$ cat config.mk
export PLATFORM = sky130hd
export DESIGN_NAME = pc_seq
export DESIGN_NICKNAME = d
export VERILOG_FILES = /design/src/rtl/pc_seq.sv
export SDC_FILE = /design/constraint.sdc
export NUM_CORES = 1
export LEC_CHECK = 0
export ABC_AREA = 1
export BUFFER_PORTS_ARGS = -buffer_cell sky130_fd_sc_hd__buf_2
export CORE_UTILIZATION = 59
export DETAILED_ROUTE_END_ITERATION = 6
export PLACE_DENSITY = 0.87
export SYNTH_ARGS = -nofsm -noshare
export SYNTH_HDL_FRONTEND = slang
export SYNTH_SLANG_ARGS = --single-unit
$ cat constraint.sdc
create_clock -name CLK -period 4.03 [get_ports CLK]
set_input_delay 1.209 -clock CLK [delete_from_list [all_inputs] [get_ports CLK]]
set_output_delay 1.209 -clock CLK [all_outputs]
set_load 0.005 [all_outputs]
$ cat src/rtl/pc_seq.sv
// rtl/pc_seq.sv - program counter sequencer with branch resolve wait and optional misaligned-target trap (PC_MISALIGN_TRAP_EN)
module pc_seq #(
  parameter int              XLEN      = 32,
  parameter logic [XLEN-1:0] RESET_VEC = '0,
  parameter int              BR_DELAY  = 1,
  parameter logic [XLEN-1:0] TRAP_VEC  = 32'h0000_0100
) (
  input  logic            CLK,
  input  logic            RESET,
  input  logic            hold,
  input  logic [6:0]      op,
  input  logic            b_taken,
  input  logic            abs_sel,
  input  logic [XLEN-1:0] tgt_off,
  input  logic [XLEN-1:0] tgt_abs,
  output logic [XLEN-1:0] pc,
  output logic [XLEN-1:0] pc_plus4,
  output logic            pc_valid,
  output logic            redirect,
  output logic            misalign
);

  localparam int CW = $clog2(BR_DELAY + 1);
  localparam logic [CW-1:0] CNT_LOAD = CW'(BR_DELAY - 1);

  localparam logic [6:0] OP_JAL    = 7'b1101111;
  localparam logic [6:0] OP_JALR   = 7'b1100111;
  localparam logic [6:0] OP_BRANCH = 7'b1100011;

  typedef enum logic {S_RUN, S_WAIT} state_t;
  typedef enum logic [1:0] {C_NONE, C_JAL, C_JALR, C_BR} cls_t;

  state_t          state, state_nxt;
  cls_t            cls, cls_nxt, op_cls;
  logic [CW-1:0]   cnt, cnt_nxt;
  logic [XLEN-1:0] pc_nxt;
  logic [XLEN-1:0] target;
  logic            take;
  logic            redirect_nxt;
`ifdef PC_MISALIGN_TRAP_EN
  logic            misalign_q, misalign_nxt;
`endif

  assign pc_plus4 = pc + XLEN'(4);
  assign pc_valid = (state == S_RUN);

  // Decode the opcode class and form the candidate target for the final wait cycle
  always_comb begin
    op_cls = C_NONE;
    case (op)
      OP_JAL:    op_cls = C_JAL;
      OP_JALR:   op_cls = C_JALR;
      OP_BRANCH: op_cls = C_BR;
      default:   op_cls = C_NONE;
    endcase
    target = abs_sel ? tgt_abs : (pc + tgt_off);
    take   = (cls == C_JAL) || (cls == C_JALR) || ((cls == C_BR) && b_taken);
  end

  // Next-state, counter and pc selection; hold freezes everything and suppresses pulses
  always_comb begin
    state_nxt    = state;
    cls_nxt      = cls;
    cnt_nxt      = cnt;
    pc_nxt       = pc;
    redirect_nxt = 1'b0;
`ifdef PC_MISALIGN_TRAP_EN
    misalign_nxt = 1'b0;
`endif
    if (!hold) begin
      case (state)
        S_RUN: begin
          if (op_cls != C_NONE) begin
            state_nxt = S_WAIT;
            cnt_nxt   = CNT_LOAD;
            cls_nxt   = op_cls;
          end else begin
            pc_nxt = pc_plus4;
          end
        end
        S_WAIT: begin
          if (cnt != '0) begin
            cnt_nxt = cnt - CW'(1);
          end else begin
            state_nxt = S_RUN;
            cls_nxt   = C_NONE;
            if (take) begin
`ifdef PC_MISALIGN_TRAP_EN
              if (target[1:0] != 2'b00) begin
                pc_nxt       = TRAP_VEC;
                misalign_nxt = 1'b1;
              end else begin
                pc_nxt       = target;
                redirect_nxt = 1'b1;
              end
`else
              pc_nxt       = target & ~XLEN'(1);
              redirect_nxt = 1'b1;
`endif
            end else begin
              pc_nxt = pc_plus4;
            end
          end
        end
        default: state_nxt = S_RUN;
      endcase
    end
  end

  // State register; reset wins over hold and drops any pending redirect
  always_ff @(posedge CLK) begin
    if (RESET) begin
      state    <= S_RUN;
      cls      <= C_NONE;
      cnt      <= '0;
      pc       <= RESET_VEC;
      redirect <= 1'b0;
`ifdef PC_MISALIGN_TRAP_EN
      misalign_q <= 1'b0;
`endif
    end else begin
      state    <= state_nxt;
      cls      <= cls_nxt;
      cnt      <= cnt_nxt;
      pc       <= pc_nxt;
      redirect <= redirect_nxt;
`ifdef PC_MISALIGN_TRAP_EN
      misalign_q <= misalign_nxt;
`endif
    end
  end

`ifdef PC_MISALIGN_TRAP_EN
  assign misalign = misalign_q;
`else
  assign misalign = 1'b0;
`endif

endmodule

==> results of run 1 <==
sequential cells by signal, summed over array words and instances, names as in the netlist:
register	flops
redirect	1
cls	2
state	1
pc	31
per-stage QoR:
step                      instances  power [mW]
final                          1206       0.890
after global routing           1206       0.922
after CTS                      1206       0.881
after detailed placement       1198       0.544
after global placement         1198       0.542
after floorplan                 972       0.474
critical path: cells and delay by family, from the launching register on:
| kind | cells | cell delay (ns) |
|---|---|---|
| xor gates and xnor gates | 1 | 0.27 |
| adders and majority gates | 1 | 0.22 |
| DFF | 1 | 0.51 |
| and+or+nand+nor | 3 | 0.55 |
| buffers and inverters | 2 | 0.27 |
area by class of cell:
cell class	count	area, µm²	area share [%]
Multi-Input combinational cell	756	3680	61.8
Clock buffer	5	68.8	1.16
Inverter	160	602	10.1
Tap cell	105	131	2.21
Sequential cell	35	701	11.8
Timing Repair Buffer	142	723	12.2
Clock inverter	3	47.5	0.799
final timing paths:
kind                            startpoint            to  slack, ns  cells past startpoint
worst max-delay path                 pc[2]  pc_plus4[14]       0.70                      7
worst min-delay path                cls[1]        cls[1]       0.47                      2
worst max register to register       pc[9]        pc[20]       1.80                     12
worst min register to register      cls[1]        cls[1]       0.47                      2
cell usage in the layout, fill, tap and decap left out, drive strengths merged:
| cell | instances |
|---|---|
| xnor2 | 6 |
| o211ai | 7 |
| inv | 160 |
| nor3b | 2 |
| nand3b | 9 |
| nor4 | 1 |
| nand3 | 69 |
| clkbuf | 5 |
| a31oi | 2 |
| nor2 | 84 |
| nand4 | 8 |
| nor3 | 10 |
| buf | 142 |
| nand2 | 402 |
| xor2 | 13 |
| ha | 33 |
| and2 | 1 |
| o22ai | 5 |
| clkinv | 2 |
| a21o | 1 |
| a21oi | 61 |
| a31o | 1 |
| bufinv | 1 |
| o21ai | 30 |
| dfxtp | 35 |
| conb | 3 |
| o21bai | 2 |
| or2 | 6 |
layer usage:
| layer | vias up | part of all wire, % | global-route usage, % |
|---|---|---|---|
| met5 | - | 0 | 0 |
| li1 | 3281 | - | - |
| met4 | 0 | 4.0 | 18.1 |
| met2 | 312 | 46 | 66.5 |
| met3 | 61 | 8.4 | 5.23 |
| met1 | 2790 | 41 | 46.8 |
power by group through the flow:
stage                     clock (mW)  combinational, mW  sequential, mW
final                          0.349              0.187           0.354
after global routing           0.360              0.207           0.355
after CTS                      0.344              0.183           0.354
after detailed placement           0              0.182           0.362
after global placement             0              0.180           0.362
after floorplan                    0              0.113           0.361
cells by family (layout without fill, tap and decap cells):
kind of cell	Yosys count	after routing	share of synthesized area (%)
adders and majority gates	33	33	8.11
buffers and inverters	181	310	14.2
and+or+nand+nor	592	592	49.0
other	1	3	0.0736
DFF	35	35	13.8
xor gates and xnor gates	19	19	3.42
AOI/OAI and AO/OA	109	109	11.4
==> run_results.csv, run 1 <==
group,metric,value,unit
synth,synth_top_area_share,29.3,%
global_route,grt_pass1_vias,5790,
sta,finalHoldViolCount,0,
final_layout,nNetsFinal,1209,
critical_path,path_class,"register to primary output",
power_and_ir_drop,p_clk_share,39.2,%
routing,avgRoutedWirePerCell,14.1,µm
placed_design,pre_cts_ws,1.05,ns
power_and_ir_drop,pwr-share-seq,39.8,%
critical_path,slowest_delay,0.51,ns
final_layout,drive_above_1_share,16.1,%
final_layout,fin_util,71.7,%
power_and_ir_drop,sw_frac_of_total,31.7,%
die,start_util,61.4,%
synth,yosys-top-cells-area,"nand2_1 29%, dfxtp_1 14%, inv_1 12%",
clock_tree,htree_levels,2,
synth,synth.most_common_cell,"nand2_1",
synth,synth_ff_type,"dfxtp_1",
routing,route.detailed.drc,1,
final_layout,fill_cells,824,
power_and_ir_drop,p_comb_share,21.0,%
synth,ys_seq_elements,35,
placed_design,dpl_cell_area,5830,µm²
sta,rsz0062_at_grt,"no",
global_route,grt_pass1_wl,26.7,mm
synth,synth_area_per_cell,5.25,µm²
die,fp.dieW,94.9,µm
synth,synth_area,5090,µm²
min_path,min_path_type,"register to register",
clock_tree,cts_buffers,5,
die,io_pins,143,
critical_path,end_kind,"primary output",
run_status,violations,"DRC",
die,dieArea,9010,µm²
routing,via_per_inst,5.34,
routing,antenna_left,0,
synth,ys_warn_count,0,
global_route,grt-ovfl-total,0,
critical_path,critPathArrivalTime,2.12,ns
sta,max_freq,0.300,GHz
synth,syn_inst,970,
die,row_count,33,
sta,min_period,3.33,ns
clock_tree,worstSkewPairLatency,0.31,ns
final_layout,final_area,5950,µm²
clock_tree,clk_root_buffer_cell,"clkbuf_8",
power_and_ir_drop,powerDensity,150,nW/µm²
routing,first_pass_iters,7,
run_status,status,"complete, but fails checks",
power_and_ir_drop,ir_drop,125,µV
sta,fin_tns_setup,0,ns
clock_tree,cts.clk_slew.worst_paths,0.09,ns
die,core_area,8300,µm²
sta,slew_violations,0,
final_layout,syn_to_final_growth,16.8,%
routing,routed_wl,17.1,mm
placed_design,place.gp.congestion,1.07,
sta,finalClockSkew,0.0122,ns
clock_tree,cts_resized,0,
sta,setup_viol,0,
sta,fin_ws,0.700,ns
power_and_ir_drop,p_sw,282,µW
sta,worst_hold_slack,0.474,ns
global_route,grt_usage,38.5,%
critical_path,start_kind,"register",
clock_tree,cts_hold_buffers,0,
placed_design,io_buffers,137,
clock_tree,cts_buffer_depth,2,
critical_path,cpMaxStageDelayCell,"dfxtp_1",
critical_path,cp_cell_sequence,"ha_1, nand2_1, nor2_1, inv_1, nor2_2, xor2_1, buf_2",
clock_tree,post_cts_buffers,0,
sta,worst_slew_pin_slew,0.959,ns
clock_tree,cts_sinks,35,
global_route,antenna_found_initial,0,
final_layout,antenna_cells,0,
routing,initialDrtViolationCount,529,
job,max_cap_violations,0,
sta,min_period_over_period,82.6,%
global_route,grt_max_degree,39,
synth,ys_types,43,
sta,relSlewSlack,36.0,%
clock_tree,cts_tree,"done",
synth,ys_seq_area_share,13.8,%
synth,ys_top_cells_by_count,"398 x nand2_1, 158 x inv_1, 74 x nor2_1",
die,die_h,94.9,µm
routing,via_count,6444,
power_and_ir_drop,power.leakage,3.64,nW
placed_design,hpwl,13.6,mm
critical_path,critPathMaxFanout,7,
synth,synth_edf_count,0,
critical_path,crit_required,2.82,ns
synth,synthArstFlopShare,0,%
synth,synth_top_area_cell,"nand2_1",
power_and_ir_drop,p_int,608,µW
Note: power is estimated with default switching activity, not from simulation.
==> run 2, diff against run 1 <==
- CORE_UTILIZATION: 59 -> 49
- PLACE_DENSITY: 0.87 -> 0.77
- clock period: 4.03 -> 2.93 ns (I/O delays scaled with it)
==> run 2 against run 1 <==
The flow now finishes without violations. Non-clock buffer count rose by 19. Hold slack improved by 0.00097 ns. Sequential share of layout area fell by 0.28 points. Setup slack got worse by 0.61 ns. Cell area rose by 3.3%. Highest routed layer unchanged. Critical path type unchanged. Sequential power rose by 37%. Critical path depth did not move. Clock power rose by 33%. Via count fell by 0.34%.
==> run_results.csv, run 2 (same netlist as run 1, synthesis figures left out) <==
group,metric,value,unit
run_status,status,"finished, final reports clean",
final_layout,drive_above_1_share,18.1,%
power_and_ir_drop,p_comb_share,21.7,%
routing,via_per_inst,5.13,
clock_tree,clk_root_buffer_cell,"clkbuf_8",
placed_design,pre_cts_ws,0.256,ns
die,io_pins,143,
critical_path,crit_top_cell,"nand2_1",
die,start_util,51.4,%
clock_tree,cts_tree,"done",
sta,setup_viol,0,
critical_path,critPathMaxFanout,7,
placed_design,hpwl,14.4,mm
critical_path,path_class,"register to primary output",
final_layout,final_cell_mix,"398 x nand2_1, 158 x inv_1, 137 x buf_2",
min_path,min_path_type,"register to register",
critical_path,cpMaxStageDelayCell,"dfxtp_1",
final_layout,multiInputGateArea,3690,µm²
global_route,grt-ovfl-total,0,
final_layout,top_register,"pc",
final_layout,antenna_cells,0,
critical_path,crit_family,"simple AND/OR/NAND/NOR gates",
sta,finalHoldViolCount,0,
global_route,grt_pass1_vias,5930,
placed_design,dp.cells,1244,
placed_design,io_buffers,137,
global_route,antenna_found_initial,0,
critical_path,critPathBufInv,1,
clock_tree,cts_buffers,5,
routing,route.detailed.drc,0,
sta,fin_tns_setup,0,ns
clock_tree,htree_levels,2,
power_and_ir_drop,p_int,859,µW
sta,finalClockSkew,0.00756,ns
die,row_count,36,
power_and_ir_drop,sw_frac_of_total,29.2,%
placed_design,place.gp.congestion,0.977,
final_layout,seq_area,707,µm²
critical_path,end_kind,"primary output",
global_route,grt_max_degree,39,
power_and_ir_drop,p_sw,355,µW
final_layout,syn_to_final_growth,20.7,%
placed_design,dpl_cell_area,6000,µm²
critical_path,slowest_delay,0.53,ns
final_layout,fin_util,62.0,%
power_and_ir_drop,powerDensity,197,nW/µm²
die,dieArea,10800,µm²
sta,fin_ws,0.0899,ns
power_and_ir_drop,power.leakage,3.75,nW
final_layout,final_area,6150,µm²
die,core_area,9910,µm²
clock_tree,cts_buffer_depth,2,
global_route,grt_pass1_wl,28.2,mm
sta,worst_slew_pin_slew,0.659,ns
global_route,grt_usage,32.3,%
final_layout,final_common_cell,"nand2_1",
sta,slew_violations,0,
sta,relSlewSlack,56.0,%
critical_path,cp_cell_sequence,"nand2_1, nor2_1, nand3_1, nor3_1, or2_2, nand2_1, buf_2",
critical_path,start_kind,"register",
final_layout,nNetsFinal,1228,
sta,min_period,2.84,ns
job,max_cap_violations,0,
die,die_h,104,µm
final_layout,instances_no_fill,1253,
clock_tree,cts_sinks,35,
power_and_ir_drop,pwr-share-seq,40.0,%
sta,min_period_over_period,96.9,%
clock_tree,worstSkewPairLatency,0.29,ns
critical_path,crit_required,2.05,ns
die,fp.dieW,104,µm
clock_tree,cts.clk_slew.worst_paths,0.08,ns
power_and_ir_drop,ir_drop,323,µV
critical_path,critPathArrivalTime,1.96,ns
routing,initialDrtViolationCount,502,
clock_tree,cts_hold_buffers,0,
routing,first_pass_iters,5,
sta,max_freq,0.352,GHz
final_layout,largest_reg_flops,31,
routing,routed_wl,17.4,mm
routing,avgRoutedWirePerCell,13.9,µm
routing,via_count,6422,
final_layout,top_regs,"pc: 31 flops, cls: 2 flops",
routing,antenna_left,0,
power_and_ir_drop,p_clk_share,38.3,%
final_layout,fill_cells,1054,
==> run 2: cell type report <==
cell class	instances	area share [%]
multi-input combinational	756	60.0
timing repair buffer	161	14.1
sequential	35	11.5
inverter	160	9.79
tap	133	2.71
clock buffer	6	1.34
clock inverter	2	0.570
==> run 2: power groups by stage <==
stage	Sequential [mW]	Combinational [mW]	Clock, mW
floorplan	0.496	0.156	0
global placement	0.496	0.258	0
detailed placement	0.496	0.259	0
CTS	0.485	0.260	0.466
global route	0.486	0.294	0.489
finish	0.485	0.264	0.464
==> run 2: final timing paths <==
kind | start | end | slack (ns) | cells after the start
min | cls[0] | cls[0] | 0.47 | 2
max reg2reg | pc[3] | pc[16] | 0.67 | 11
min reg2reg | cls[0] | cls[0] | 0.47 | 2
max | pc[14] | pc_plus4[21] | 0.09 | 7
==> run 2: timing repair <==
action | CTS | global route
setup buffers | 0 | 1
endpoints found under the setup margin | 0 | 6
gates resized for setup | 0 | 8
==> run 2: layer usage <==
metal  global-route usage [%]  vias to the layer above  wire [µm]
met5                        0                        -          0
li1                         -                     3317          -
met2                     55.4                      267       7970
met3                     5.20                       44       1460
met1                     40.6                     2794       7440
met4                     11.6                        0        561
==> run 2: worst register-to-register path: cells and delay by family, from the launching register on <==
family | cells | cell delay (ns)
AOI/OAI and AO/OA | 3 | 0.77
adders and majority gates | 1 | 0.34
buffers and inverters | 1 | 0.15
DFF | 1 | 0.35
and+or+nand+nor | 6 | 0.59
==> run 2: stage by stage <==
stage | power, mW | hold WS [ns]
2_1_floorplan | 0.652 | 0.444
3_3_place_gp | 0.754 | 0.461
3_5_place_dp | 0.754 | 0.465
4_1_cts | 1.21 | 0.478
5_1_grt | 1.27 | 0.491
6_report | 1.21 | 0.475
==> run 3, diff against run 2 <==
- ABC_AREA: 1 -> not set
- CORE_UTILIZATION: 49 -> 47
- PLACE_DENSITY: 0.77 -> 0.76
==> run 3 against run 2 <==
Wire length down 9.0%. Highest routed layer unchanged. Utilization is 5.2 points higher. Total power decreased by 1.4%. Largest power group unchanged. Count of clock-buffer cells in the layout shrank 1. Flip-flop and latch count unchanged. Die area decreased by 12%. Cell area is 4.2% lower. Via count shrank 16%. Cell count is 30% lower. Setup slack worse by 0.072 ns. Synthesized cell count down 42%.
==> run_results.csv, run 3 <==
group,metric,value,unit
run_status,status,"finished, final reports clean",
routing,route.detailed.drc,0,
final_layout,syn_to_final_growth,37.8,%
sta,fin_ws,0.0182,ns
sta,max_freq,0.343,GHz
synth,ys_seq_elements,35,
synth,synthArstFlopShare,0,%
final_layout,nNetsFinal,877,
final_layout,seq_area,741,µm²
sta,finalClockSkew,0.00654,ns
routing,initialDrtViolationCount,574,
clock_tree,cts_buffers,5,
min_path,min_path_type,"register to register",
critical_path,cpMaxStageDelayCell,"dfxtp_4",
final_layout,top_regs,"pc: 31 flops, cls: 2 flops",
routing,via_per_inst,6.14,
clock_tree,worstSkewPairLatency,0.30,ns
sta,setup_viol,0,
clock_tree,cts_buffer_depth,2,
synth,synth_ff_type,"dfxtp_1",
clock_tree,htree_levels,2,
sta,finalHoldViolCount,0,
min_path,min_path_cells,2,
critical_path,start_kind,"register",
synth,synth_area_per_cell,7.63,µm²
clock_tree,cts_hold_buffers,0,
global_route,grt_max_degree,27,
placed_design,place.gp.congestion,0.899,
placed_design,dpl_cell_area,5570,µm²
sta,slew_violations,0,
synth,ys_types,84,
final_layout,top_register,"pc",
final_layout,multiInputGateArea,3500,µm²
placed_design,dp.cells,859,
critical_path,ff2ff_path_depth,10,
synth,synth_compound_area_share,33.3,%
critical_path,path_class,"register to primary output",
synth,ys_warn_count,0,
synth,synth_top_area_cell,"dfxtp_1",
placed_design,pre_cts_ws,-0.251,ns
global_route,grt_usage,32.6,%
die,row_count,34,
die,core_area,8760,µm²
final_layout,largest_reg_flops,31,
clock_tree,cts_tree,"done",
critical_path,critPathArrivalTime,2.03,ns
clock_tree,cts.clk_slew.worst_paths,0.09,ns
synth,synthAdderAreaFrac,9.66,%
placed_design,io_buffers,137,
placed_design,hpwl,12.6,mm
sta,min_period,2.91,ns
die,die_h,97.3,µm
synth,muxShareOfSynthArea,1.70,%
synth,syn_inst,560,
synth,synth.most_common_cell,"nand2_1",
synth,synth_area,4270,µm²
final_layout,final_cell_mix,"137 x buf_2, 90 x buf_4, 56 x nand2_1",
final_layout,final_common_cell,"buf_2",
sta,rsz0062_at_grt,"yes",
power_and_ir_drop,power.leakage,2.94,nW
critical_path,end_kind,"primary output",
routing,avgRoutedWirePerCell,18.1,µm
global_route,antenna_found_initial,0,
synth,synth_top_family_by_area,"compound AO/OA/AOI/OAI gates",
routing,first_pass_iters,5,
sta,min_period_over_period,99.4,%
clock_tree,cts_sinks,35,
final_layout,drive_above_1_share,39.0,%
synth,ys_top_cells_by_count,"56 x nand2_1, 44 x a21oi_1, 35 x dfxtp_1",
sta,worst_hold_slack,0.496,ns
critical_path,cp_cell_sequence,"buf_4, nand4_1, nor4_2, buf_4, nand4_1, xnor2_2, buf_2",
final_layout,fill_cells,754,
routing,via_count,5382,
synth,synth_top_area_share,16.4,%
power_and_ir_drop,ir_drop,149,µV
synth,yosys-top-cells-area,"dfxtp_1 16%, ha_1 9.7%, xnor2_1 5.5%",
final_layout,instances_no_fill,877,
clock_tree,clk_root_buffer_cell,"clkbuf_8",
global_route,grt_pass1_vias,4961,
job,max_cap_violations,0,
sta,relSlewSlack,36.3,%
critical_path,critPathMaxFanout,6,
final_layout,final_area,5890,µm²
critical_path,crit_required,2.05,ns
die,fp.dieW,97.3,µm
global_route,grt-ovfl-total,0,
final_layout,antenna_cells,0,
routing,routed_wl,15.9,mm
global_route,grt_pass1_wl,24.9,mm
synth,synthSimpleGateAreaFrac,24.3,%
final_layout,fin_util,67.2,%
synth,ys_seq_area_share,16.4,%
sta,worst_slew_pin_slew,0.946,ns
die,io_pins,143,
power_and_ir_drop,powerDensity,203,nW/µm²
sta,fin_tns_setup,0,ns
critical_path,slowest_delay,0.39,ns
synth,synth_xor_area_share,10.0,%
routing,antenna_left,0,
die,start_util,48.8,%
die,dieArea,9480,µm²
synth,synth_edf_count,0,
power_and_ir_drop,finalPower,1.20,mW
-- run 3: timing repair --
item / in CTS / in global routing
buffers inserted: 0 / 10
pin swaps: 1 / 7
endpoints found under the setup margin: 12 / 17
hold endpoints to repair: 0 / 0
cloned: 0 / 0
gates resized for setup: 16 / 31
-- run 3: path summary, 6_finish.rpt --
kind	from	to	slack (ns)
setup / recovery	pc[9]	pc_plus4[15]	0.02
hold / removal	cls[1]	cls[1]	0.50
setup reg to reg	pc[5]	pc[21]	0.31
hold reg to reg	cls[1]	cls[1]	0.50
-- run 3: cell type report --
cell class / count / share of cell area, %
Clock buffer: 5 / 1.17
Clock inverter: 3 / 0.340
Inverter: 17 / 1.08
Timing Repair Buffer: 227 / 23.1
Sequential cell: 35 / 12.6
Tap cell: 108 / 2.29
Multi-Input combinational cell: 482 / 59.4
-- run 3: power breakdown --
group | leakage (nW) | internal, mW | switching [mW] | total, mW
sequential | 0.292 | 0.474 | 0.00775 | 0.482
clock | 0.0402 | 0.166 | 0.211 | 0.377
combinational | 2.61 | 0.157 | 0.180 | 0.337
total | 2.94 | 0.797 | 0.399 | 1.20
-- run 3: cells by family (layout without fill, tap and decap cells) --
family	count (synthesis)	count (layout)
compound gates	202	202
xor+xnor	46	46
fa+ha+maj	33	33
buf+inv	45	252
flops	35	35
mux	7	7
other cells	1	3
simple gates	191	191
-- run 3: metal layers --
layer | track usage, % | routed length [µm] | share of wire (%)
met1 | 44.2 | 6790 | 43
met2 | 53.3 | 7330 | 46
met3 | 4.68 | 1340 | 8.5
met4 | 10.6 | 395 | 2.5
met5 | 0 | 0 | 0
-- run 3: worst max-delay path, delay by kind of cell (launching register included) --
kind                   cells  cell delay, ns
flip-flops                 1            0.39
XOR/XNOR                   1            0.22
buffers and inverters      3            0.49
AND/OR/NAND/NOR            3            0.63
